File: src/rtl/onchip_memory_arbiter.sv
// Two-requester arbiter onto a single on-chip memory port; grant is combinational, read data returns one cycle after acceptance.
// Build option: ONCHIP_MEMORY_ARBITER_ROUND_ROBIN_EN selects round-robin contention instead of fixed m0 priority.
module onchip_memory_arbiter #(
   parameter int ADDR_W = 14,
   parameter int DATA_W = 32,
   parameter int BE_W   = 4
) (
   input  logic              clk,
   input  logic              reset,
   input  logic [ADDR_W-1:0] m0_address,
   input  logic [BE_W-1:0]   m0_byteenable,
   input  logic              m0_read,
   input  logic              m0_write,
   input  logic [DATA_W-1:0] m0_writedata,
   output logic              m0_waitrequest,
   output logic [DATA_W-1:0] m0_readdata,
   output logic              m0_readdatavalid,
   input  logic [ADDR_W-1:0] m1_address,
   input  logic [BE_W-1:0]   m1_byteenable,
   input  logic              m1_read,
   input  logic              m1_write,
   input  logic [DATA_W-1:0] m1_writedata,
   output logic              m1_waitrequest,
   output logic [DATA_W-1:0] m1_readdata,
   output logic              m1_readdatavalid,
   output logic [ADDR_W-1:0] mem_address,
   output logic [BE_W-1:0]   mem_byteenable,
   output logic              mem_chipselect,
   output logic              mem_write,
   output logic [DATA_W-1:0] mem_writedata,
   output logic              mem_clken,
   input  logic [DATA_W-1:0] mem_readdata
);

   logic req0, req1;
   logic gnt0, gnt1;
   logic last_grant_q, last_grant_d;
   logic tag_vld_q, tag_vld_d;
   logic tag_own_q, tag_own_d;

   assign req0 = m0_read | m0_write;
   assign req1 = m1_read | m1_write;

   always_comb begin
      gnt0 = 1'b0;
      gnt1 = 1'b0;
      if (!reset) begin
         if (req0 && req1) begin
`ifdef ONCHIP_MEMORY_ARBITER_ROUND_ROBIN_EN
            // The requester that did not win last time takes the contended slot.
            gnt0 = last_grant_q;
            gnt1 = ~last_grant_q;
`else
            gnt0 = 1'b1;
`endif
         end else begin
            gnt0 = req0;
            gnt1 = req1;
         end
      end
   end

   assign mem_address    = gnt1 ? m1_address    : m0_address;
   assign mem_byteenable = gnt1 ? m1_byteenable : m0_byteenable;
   assign mem_writedata  = gnt1 ? m1_writedata  : m0_writedata;
   assign mem_chipselect = gnt0 | gnt1;
   assign mem_write      = (gnt0 & m0_write) | (gnt1 & m1_write);
   assign mem_clken      = ~reset;

   assign m0_waitrequest = req0 & ~gnt0 & ~reset;
   assign m1_waitrequest = req1 & ~gnt1 & ~reset;

   always_comb begin
      last_grant_d = last_grant_q;
      if (gnt0 || gnt1) begin
         last_grant_d = gnt1;
      end
      // A combined read+write is a write only, so it never produces a return.
      tag_vld_d = (gnt0 & m0_read & ~m0_write) | (gnt1 & m1_read & ~m1_write);
      tag_own_d = gnt1;
   end

   always_ff @(posedge clk or posedge reset) begin
      if (reset) begin
         last_grant_q <= 1'b1;
         tag_vld_q    <= 1'b0;
         tag_own_q    <= 1'b0;
      end else begin
         last_grant_q <= last_grant_d;
         tag_vld_q    <= tag_vld_d;
         tag_own_q    <= tag_own_d;
      end
   end

   assign m0_readdata      = mem_readdata;
   assign m1_readdata      = mem_readdata;
   assign m0_readdatavalid = tag_vld_q & ~tag_own_q;
   assign m1_readdatavalid = tag_vld_q & tag_own_q;

endmodule

File: config.mk
export PLATFORM = sky130hd
export DESIGN_NAME = onchip_memory_arbiter
export DESIGN_NICKNAME = d
export VERILOG_FILES = /design/src/rtl/onchip_memory_arbiter.sv
export SDC_FILE = /design/constraint.sdc
export NUM_CORES = 1
export LEC_CHECK = 0
export CAP_MARGIN = 20
export CORE_AREA = 2 2 100 102
export DETAILED_ROUTE_END_ITERATION = 10
export DIE_AREA = 0 0 102 104
export PLACE_DENSITY_LB_ADDON = 0.1
export SLEW_MARGIN = 5
export SYNTH_ARGS = -nofsm -noshare
export SYNTH_HDL_FRONTEND = slang
export SYNTH_SLANG_ARGS = --single-unit
File: constraint.sdc
create_clock -name clk -period 1.64 [get_ports clk]
set_clock_uncertainty 0.2 [all_clocks]
set_input_delay 0.164 -clock clk [delete_from_list [all_inputs] [get_ports clk]]
set_output_delay 0.164 -clock clk [all_outputs]
set_load 0.005 [all_outputs]
==> metrics.cfg <==
[floorplanning]
floorplan.initialDensity_pct=15.4
fp.dieArea_um2=10600
placeableCoreArea_um2=9550
design.portCount=259
die-height_um=104
fp-row-count=36
die_w_um=102

[global_routing]
grt_pass1_vias=1336
wire_length_of_the_first_global_routing_pass_mm=7.68
total_global_route_track_usage_pct=9.34
maximum_number_of_pins_on_one_net_before_global_route_repair=31
grt_overflow=0
number_of_antenna_violations_at_the_first_check_in_global_routing=0

[drt]
detail_route.vias_per_cell=3.53
antenna_left=0
routed-via-count=1498
first_iter_violations=14
drt_pass1_iterations=4
routedWlPerCell_um=15.8
number_of_remaining_drc_errors=0
totalWireLength_mm=6.69

[timing]
fmax_ghz=0.472
crit_path_time_final_ps=2120
final_worst_path_setup_slack_ps=-477
setup_violations=50
hold_viol_final=0
totalNegativeSetupSlack_ps=-17700
final_number_of_max_transition_violations=0
post-route-period-util_pct=129
rsz_0062_raised_after_global_routing=true

[yosys]
post_synth_mux_area_share_pct=50.6
synth_simple_gate_area_share_pct=2.98
synthesis.area_um2=1470
synthesis.nets=277
number_of_flops_mapped_to_enable_cells_by_yosys=0
xor_xnor_portion_of_the_synthesized_cell_area_pct=0
main_combinational_cell_family_by_area_after_synthesis=multiplexers
number_of_distinct_library_cells_after_synthesis=16
dominantRegCellSynth=dfrtp_1
syn-mean-instance-area_um2=10.6
synth-adder-area-share_pct=0
synth.ff_latch_count=2
yosysSeqAreaShare_pct=3.40
largest_cells_by_area_after_synthesis=mux2_4 49%, buf_4 33%, buf_12 6.8%
synth-warning-count=0
syn_inst=139
synth.top_cell.area_share_pct=49.0
yosys-top-cells-count=65 x buf_4, 48 x mux2_4, 5 x buf_12
synth.most_common_cell=buf_4
synth_compound_area_share_pct=1.02
synth_top_area_cell=mux2_4
post_synth_arst_share_pct=100

[placement]
globalplace.congestion=0.694
dp_hpwl_mm=4.85
place.port_buffers=161

[status]
failed_checks=negative setup slack
status=finished with violations

[cts]
clockBufferDepth=2
cts_made_buffers=3
cts_tree=yes
numClockSinks=2
clkSlewWorstSetupHoldPaths_ps=30
cts_htree_levels=1
ctsRootBufferMaster=clkbuf_8

[setup_path]
crit_chain=buf_8 > or4_4 > clkbuf_16 > buf_8 > buf_6 > mux2_4 > buf_6
cp_top_family=buffers and inverters
worst_path_largest_cell_delay_ps=640
data_arrival_time_of_the_worst_path_ps=1750
cp.buffers_inverters=5
setup.worst_path.start_class=input port
worst-path-max-fanout=5
crit_path_end_kind=primary output
critical_path_class=input port to primary output
required_time_of_the_critical_path_ps=1280
cp_slowest_cell=or4_4

[layout]
final_stage_net_count=431
flow.area_growth_from_synthesis_pct=127
layout-drive-gt1-share_pct=58.1
diodes=0
final_core_utilization_pct=35.0

[power_and_ir_drop]
internal_power_mw=0.778
clkPwrFrac_pct=19.1
combPwrFrac_pct=75.7
power.share.switching_pct=22.6
vdd.ir_drop.worst_uv=250
switchingPower_mw=0.227
cellLeakagePower_nw=1.65
seqPwrFrac_pct=5.2
pwr_density_cell_nw_per_um2=301

[run]
drv.max_cap_violation_count=0

[worst_hold_path]
hp-class=input port to flip-flop

[metal layers]
layer | share of wire [%] | global-route usage (%) | vias to the layer above
met5 | 0 | 0 | -
met1 | 33 | 8.40 | 652
met3 | 12 | 2.96 | 40
li1 | - | - | 707
met4 | 3.6 | 5.14 | 0
met2 | 52 | 17.8 | 99
[metrics by stage]
step           setup WS [ps]  instance area (um^2)  std cells  hold slack, ps  power, mW
4_1_cts                 -635                  2890        382            14.8      0.941
3_3_place_gp            -962                  2730        371             128      0.721
2_1_floorplan          -6.69                  1470        139            -272      0.390
3_5_place_dp            -960                  2730        371             128      0.716
6_report                -477                  3340        424            35.2       1.00
5_1_grt                 -496                  3340        424            36.3       1.06
[kinds of logic after synthesis]
logic type      after synthesis
compound gates                3
other cells                   1
flops                         2
buf+inv                      75
mux                          50
simple gates                  8
[flip-flops by register name (all words and copies together) (netlist names)]
register / count
tag_vld_q: 1
tag_own_q: 1
[repair_timing]
| item | CTS | global route |
|---|---|---|
| pin swaps | 0 | 2 |
| cloned | 1 | 5 |
| hold buffers | 2 | 0 |
| endpoints found under the setup margin | 54 | 51 |
| endpoints found under the hold margin | 3 | 0 |
| setup buffers | 5 | 40 |
| gates resized for setup | 62 | 170 |
[layout make-up]
| class | count | area (um^2) |
|---|---|---|
| Inverter | 4 | 15.0 |
| Clock buffer | 3 | 41.3 |
| Timing Repair Buffer | 219 | 2250 |
| Multi-Input combinational cell | 63 | 822 |
| Sequential cell | 2 | 50.0 |
| Fill cell | 993 | 6210 |
| Tap cell | 133 | 166 |
[power groups by stage]
stage / logic [mW] / clock network, mW / registers, mW
3_5_place_dp: 0.662 / 0 / 0.0530
4_1_cts: 0.688 / 0.200 / 0.0525
6_report: 0.760 / 0.192 / 0.0525
3_3_place_gp: 0.668 / 0 / 0.0529
5_1_grt: 0.804 / 0.205 / 0.0527
2_1_floorplan: 0.337 / 0 / 0.0528
[worst paths after layout]
path | startpoint | end | cells past startpoint
max in group asynchronous | reset | tag_own_q | 5
max | m0_write | mem_writedata[7] | 7
min | reset | tag_vld_q | 3
min in group asynchronous | reset | tag_vld_q | 5
[cells in the final DEF (no fill, tap or decap), types with 3 or more instances in the layout]
| master | count |
|---|---|
| inv_1 | 4 |
| clkbuf_2 | 21 |
| mux2_4 | 48 |
| buf_2 | 3 |
| clkbuf_8 | 3 |
| buf_6 | 64 |
| clkbuf_16 | 3 |
| clkdlybuf4s50_1 | 105 |
| buf_4 | 12 |
| buf_8 | 5 |
(Power assumes the default switching activity.)
